<file path="src/rtl/cirno_ctrl.sv">
// rtl/cirno_ctrl.sv - Cirno core sequencer: PC, instruction fetch, decode/exec/mem/wb stepping
module cirno_ctrl #(
    parameter int              PC_W     = 8,
    parameter logic [PC_W-1:0] RESET_PC = '0,
    parameter int              TIMEOUT  = 15
) (
    input  logic            clk_i,
    input  logic            reset_i,
    input  logic            start_i,

    // instruction memory port
    output logic            imem_req_o,
    input  logic            imem_ack_i,
    input  logic [8:0]      imem_rdata_i,

    // decoder interface
    output logic [8:0]      inst_o,
    output logic            decoder_en_o,
    input  logic [2:0]      inst_type_i,
    input  logic            branch_i,
    input  logic            branchi_i,
    input  logic            done_i,
    input  logic [5:0]      immediate_i,
    input  logic [PC_W-1:0] rx_data_i,

    // execute / memory / write-back strobes
    output logic            alu_en_o,
    output logic            dmem_req_o,
    output logic            dmem_we_o,
    input  logic            dmem_ack_i,
    output logic            reg_wr_en_o,

    // status
    output logic [PC_W-1:0] pc_o,
    output logic [15:0]     instret_o,
    output logic            halted_o,
    output logic            fault_o
);

    localparam logic [2:0] S_IDLE   = 3'd0;
    localparam logic [2:0] S_FETCH  = 3'd1;
    localparam logic [2:0] S_DECODE = 3'd2;
    localparam logic [2:0] S_EXEC   = 3'd3;
    localparam logic [2:0] S_MEM    = 3'd4;
    localparam logic [2:0] S_WB     = 3'd5;
    localparam logic [2:0] S_HALT   = 3'd6;

    localparam logic [2:0] T_ALU   = 3'd1;
    localparam logic [2:0] T_BRI   = 3'd2;
    localparam logic [2:0] T_BRR   = 3'd3;
    localparam logic [2:0] T_MOVE  = 3'd4;
    localparam logic [2:0] T_STORE = 3'd5;
    localparam logic [2:0] T_LOAD  = 3'd6;

    // Wait counter must be able to hold TIMEOUT itself.
    localparam int             CW       = (TIMEOUT < 1) ? 1 : $clog2(TIMEOUT + 1);
    localparam logic [CW-1:0]  WAIT_MAX = CW'(TIMEOUT);

    logic [2:0]      state_q,   state_d;
    logic [PC_W-1:0] pc_q,      pc_d;
    logic [15:0]     instret_q, instret_d;
    logic [8:0]      inst_q,    inst_d;
    logic [2:0]      type_q,    type_d;
    logic [CW-1:0]   wait_q,    wait_d;
    logic            fault_q,   fault_d;

    logic [PC_W-1:0] pc_inc;
    logic [PC_W-1:0] pc_rel;
    logic [PC_W-1:0] imm_sext;
    logic [15:0]     instret_inc;

    // Arithmetic helpers; all wrap naturally at their register widths.
    always_comb begin
        imm_sext    = PC_W'($signed(immediate_i));
        pc_inc      = pc_q + PC_W'(1);
        pc_rel      = pc_q + imm_sext;
        instret_inc = instret_q + 16'd1;
    end

    // Next-state logic for the sequencer, PC, retire counter and ack-wait counter.
    always_comb begin
        state_d   = state_q;
        pc_d      = pc_q;
        instret_d = instret_q;
        inst_d    = inst_q;
        type_d    = type_q;
        wait_d    = wait_q;
        fault_d   = fault_q;

        case (state_q)
            S_IDLE: begin
                if (start_i) begin
                    state_d = S_FETCH;
                    wait_d  = '0;
                end
            end

            S_FETCH: begin
                // An ack on the last allowed wait cycle still completes the fetch.
                if (imem_ack_i) begin
                    inst_d  = imem_rdata_i;
                    state_d = S_DECODE;
                end else if (wait_q == WAIT_MAX) begin
                    fault_d = 1'b1;
                    state_d = S_HALT;
                end else begin
                    wait_d = wait_q + CW'(1);
                end
            end

            S_DECODE: begin
                state_d = S_EXEC;
            end

            S_EXEC: begin
                // Remember the type so MEM/WB do not depend on the decoder holding it.
                type_d = inst_type_i;
                if (done_i && (inst_type_i == T_BRI)) begin
                    instret_d = instret_inc;
                    state_d   = S_HALT;
                end else begin
                    case (inst_type_i)
                        T_ALU, T_MOVE: begin
                            state_d = S_WB;
                        end
                        T_STORE, T_LOAD: begin
                            state_d = S_MEM;
                            wait_d  = '0;
                        end
                        T_BRI: begin
                            pc_d      = branchi_i ? pc_rel : pc_inc;
                            instret_d = instret_inc;
                            state_d   = S_FETCH;
                            wait_d    = '0;
                        end
                        T_BRR: begin
                            pc_d      = branch_i ? rx_data_i : pc_inc;
                            instret_d = instret_inc;
                            state_d   = S_FETCH;
                            wait_d    = '0;
                        end
                        default: begin
                            // Types 0 and 7 behave as a nop.
                            pc_d      = pc_inc;
                            instret_d = instret_inc;
                            state_d   = S_FETCH;
                            wait_d    = '0;
                        end
                    endcase
                end
            end

            S_MEM: begin
                if (dmem_ack_i) begin
                    if (type_q == T_STORE) begin
                        pc_d      = pc_inc;
                        instret_d = instret_inc;
                        state_d   = S_FETCH;
                        wait_d    = '0;
                    end else begin
                        state_d = S_WB;
                    end
                end else if (wait_q == WAIT_MAX) begin
                    fault_d = 1'b1;
                    state_d = S_HALT;
                end else begin
                    wait_d = wait_q + CW'(1);
                end
            end

            S_WB: begin
                pc_d      = pc_inc;
                instret_d = instret_inc;
                state_d   = S_FETCH;
                wait_d    = '0;
            end

            S_HALT: begin
                state_d = S_HALT;
            end

            default: begin
                state_d = S_IDLE;
            end
        endcase
    end

    // State registers; reset is asynchronous so requests drop without waiting for a clock.
    always_ff @(posedge clk_i or posedge reset_i) begin
        if (reset_i) begin
            state_q   <= S_IDLE;
            pc_q      <= RESET_PC;
            instret_q <= '0;
            inst_q    <= '0;
            type_q    <= '0;
            wait_q    <= '0;
            fault_q   <= 1'b0;
        end else begin
            state_q   <= state_d;
            pc_q      <= pc_d;
            instret_q <= instret_d;
            inst_q    <= inst_d;
            type_q    <= type_d;
            wait_q    <= wait_d;
            fault_q   <= fault_d;
        end
    end

    // Strobes and requests are decoded from the current state only (plus the live type in EXEC).
    always_comb begin
        imem_req_o   = (state_q == S_FETCH);
        decoder_en_o = (state_q == S_DECODE);
        alu_en_o     = (state_q == S_EXEC) && (inst_type_i == T_ALU);
        dmem_req_o   = (state_q == S_MEM);
        dmem_we_o    = (state_q == S_MEM) && (type_q == T_STORE);
        reg_wr_en_o  = (state_q == S_WB);
        halted_o     = (state_q == S_HALT);
        fault_o      = fault_q;
        inst_o       = inst_q;
        pc_o         = pc_q;
        instret_o    = instret_q;
    end

endmodule

</file>
<file path="config.mk">
export PLATFORM = sky130hd
export DESIGN_NAME = cirno_ctrl
export DESIGN_NICKNAME = d
export VERILOG_FILES = /design/src/rtl/cirno_ctrl.sv
export SDC_FILE = /design/constraint.sdc
export NUM_CORES = 1
export LEC_CHECK = 0
export ABC_AREA = 1
export CELL_PAD_IN_SITES_DETAIL_PLACEMENT = 0
export CELL_PAD_IN_SITES_GLOBAL_PLACEMENT = 1
export CORE_AREA = 2 2 95 97
export CTS_CLUSTER_DIAMETER = 50
export CTS_CLUSTER_SIZE = 12
export DETAILED_ROUTE_END_ITERATION = 10
export DIE_AREA = 0 0 97 99
export GPL_ROUTABILITY_DRIVEN = 0
export PLACE_DENSITY_LB_ADDON = 0.1
export SYNTH_ARGS = -nofsm -noshare
export SYNTH_HDL_FRONTEND = slang
export SYNTH_SLANG_ARGS = --single-unit
</file>
<file path="constraint.sdc">
create_clock -name clk_i -period 2.2 [get_ports clk_i]
set_input_delay 0.55 -clock clk_i [delete_from_list [all_inputs] [get_ports clk_i]]
set_output_delay 0.55 -clock clk_i [all_outputs]
set_load 0.005 [all_outputs]
</file>
==> results_dict.tcl <==
set metrics [dict create \
    status "completed" \
    via_count 2970 \
    place_hpwl_um 6260 \
    finalMaxSlewViolations 0 \
    io_pins 75 \
    dpl_cell_area_um2 4080 \
    start_kind "primary input" \
    synth_fp_nets 451 \
    die_w_um 97 \
    die_area_um2 9600 \
    slew_headroom 0.664 \
    ir_drop_mv 0.489 \
    tightest_slew_ns 0.500 \
    synth-seq-cells 44 \
    critPathArrivalTime_ns 1.61 \
    num_rows 34 \
    grt_max_degree 33 \
    crit_type "in2out" \
    hold_class "reg2reg" \
    period_minus_slack_ns 2.16 \
    timing.rr.start "state_q[0]" \
    syn_avg_cell_area_um2 7.24 \
    worstRegToRegCells 12 \
    cts_buffers 5 \
    syn_inst 406 \
    die_y_um 99 \
    drive_gt1_frac 0.140 \
    antenna_left 0 \
    fin_crit_sh 0.984 \
    grtUsageTotal 0.175 \
    worst_ep_required_time_ns 1.65 \
    r2r_slack_ns 0.25 \
    io_buffers 74 \
    hold_end "fault_o" \
    finalSetupViolations 0 \
    antenna_found_initial 0 \
    slowest_delay_ns 0.48 \
    slowest_stage "clkdlybuf4s50_1" \
    initialDrtViolationCount 90 \
    holdPathStages 1 \
    htree_levels 2 \
    root_buffer "clkbuf_8" \
    cp_cell_sequence "clkdlybuf4s50_1 -> inv_1 -> nor4_1 -> dlygate4sd2_1" \
    min_from "fault_o" \
    dr.pass1.iters 4 \
    grt_pass1_wl_um 13900 \
    overflow 0 \
    synth_most_common_cell "nand2_1" \
    synth_edf_count 0 \
    hold_viol_final 0 \
    grt_pass1_vias 3058 \
    yosysSeqAreaShare 0.375 \
    cp-end-kind "output pin" \
    async_flop_share 1.00 \
    cap_violations 0 \
    core_um2 8550 \
    cp_max_fo 2 \
    cts_tree "built" \
    holdWs_ns 0.480 \
    synth_warnings 0 \
    wl_per_cell_um 12.7 \
    fmax_mhz 462 \
    p_leak_nw 2.13 \
    clock-skew-final_ns 0.0124 \
    synth_common_cells "nand2_1, inv_1, dfrtp_1" \
    fill_cells 869 \
    via_per_inst 4.71 \
    clock-sinks 44 \
    clk_pin_slew_ns 0.09 \
    insertedDiodeCount 0 \
    finalWirelength_um 8000 \
    drc 0 \
    syn_area_um2 2940 \
    synth.area.top_cells "dfrtp_1, nand2_1, inv_1" \
    start_util 0.344 \
    final_cell_area_um2 4280 \
    synthFlopType "dfrtp_1" \
    synth_largest_area_cell "dfrtp_1" \
    area_growth_pct 45.6 \
    ys_types 30 \
    r2r-end "wait_q[0]" \
    clk-insertion-delay-late_ns 0.30 \
    synth_top_area_frac 0.375 \
    power_density_nw_per_um2 1140 \
    clock_path_buffers 2 \
    fin_nets 567 \
]
layout by cell type, fill, tap and decap left out, types with 6 or more instances in the layout:
master / count
a21oi_1: 13
buf_4: 37
clkbuf_8: 6
clkdlybuf4s50_1: 71
dfrtp_1: 43
ha_1: 10
inv_1: 53
mux2_2: 9
nand2_1: 113
nand3_1: 30
nand4_1: 9
nor2_1: 38
nor3_1: 7
o21ai_0: 24
xnor2_1: 8
xor2_1: 9
layout make-up:
cell class	count	area [um2]	share of cell area
Multi-Input combinational cell	299	1610	0.377
Sequential cell	44	1100	0.258
Timing Repair Buffer	115	1090	0.255
Inverter	57	214	0.0500
Tap cell	108	135	0.0316
Clock buffer	6	82.6	0.0193
Clock inverter	2	38.8	0.00906
how the worst max path moves through the flow:
| stage | from | endpoint | slack, ns |
|---|---|---|---|
| 2_1_floorplan | immediate_i[0] | pc_o[4] | 0.38 |
| 3_3_place_gp | inst_type_i[0] | alu_en_o | -0.22 |
| 3_5_place_dp | inst_type_i[0] | alu_en_o | -0.27 |
| 4_1_cts | state_q[1] | dmem_req_o | -0.001 |
| 5_1_grt | state_q[0] | halted_o | -0.005 |
| 6_report | inst_type_i[0] | alu_en_o | 0.04 |
where the power goes:
part / internal (W) / switching [W] / leakage, nW
Combinational: 0.00144 / 0.00131 / 1.54
Clock: 0.000372 / 0.000303 / 0.0614
Sequential: 0.00112 / 0.000338 / 0.535
Total: 0.00293 / 0.00195 / 2.13
state kept, by name, indices dropped and copies added (netlist names):
name / cells
instret_o: 16
inst_o: 9
pc_o: 8
wait_q: 4
state_q: 3
type_q: 3
fault_o: 1
cell families after synthesis:
| group | Yosys count | share of synthesized area |
|---|---|---|
| xor gates and xnor gates | 17 | 0.0507 |
| muxes | 9 | 0.0345 |
| DFF | 44 | 0.375 |
| AOI/OAI and AO/OA | 49 | 0.0949 |
| and+or+nand+nor | 213 | 0.309 |
| adders and majority gates | 11 | 0.0494 |
| buffers and inverters | 63 | 0.0864 |
stage by stage:
| stage | instances | total power (W) | utilization | worst slack [ns] | setup TNS [ns] |
|---|---|---|---|---|---|
| after detailed placement | 617 | 0.00413 | 0.477 | -0.266 | -1.44 |
| after global placement | 617 | 0.00409 | 0.477 | -0.222 | -1.08 |
| after floorplan | 406 | 0.00292 | - | 0.377 | 0 |
| after global routing | 631 | 0.00539 | 0.501 | -0.00457 | -0.00457 |
| final | 631 | 0.00488 | 0.501 | 0.0354 | 0 |
| after CTS | 628 | 0.00489 | 0.494 | -0.00113 | -0.00113 |
worst max-delay path: cells and delay by family:
family / cells / cell delay (ns)
simple gates: 1 / 0.26
buf+inv: 3 / 0.81
what timing repair did:
item / in CTS / in global routing
pin swaps: 0 / 2
endpoints found under the setup margin: 5 / 7
resized for setup: 5 / 11
buffers inserted: 3 / 3
hold buffers: 0 / 0
routing by layer:
layer	global-route usage	up-vias	part of all wire
met4	0.0488	0	0.011
li1	-	1542	-
met2	0.303	55	0.47
met1	0.218	1367	0.47
met5	0	-	0
met3	0.0411	6	0.046
No activity file was read; power rests on OpenSTA's default activity.
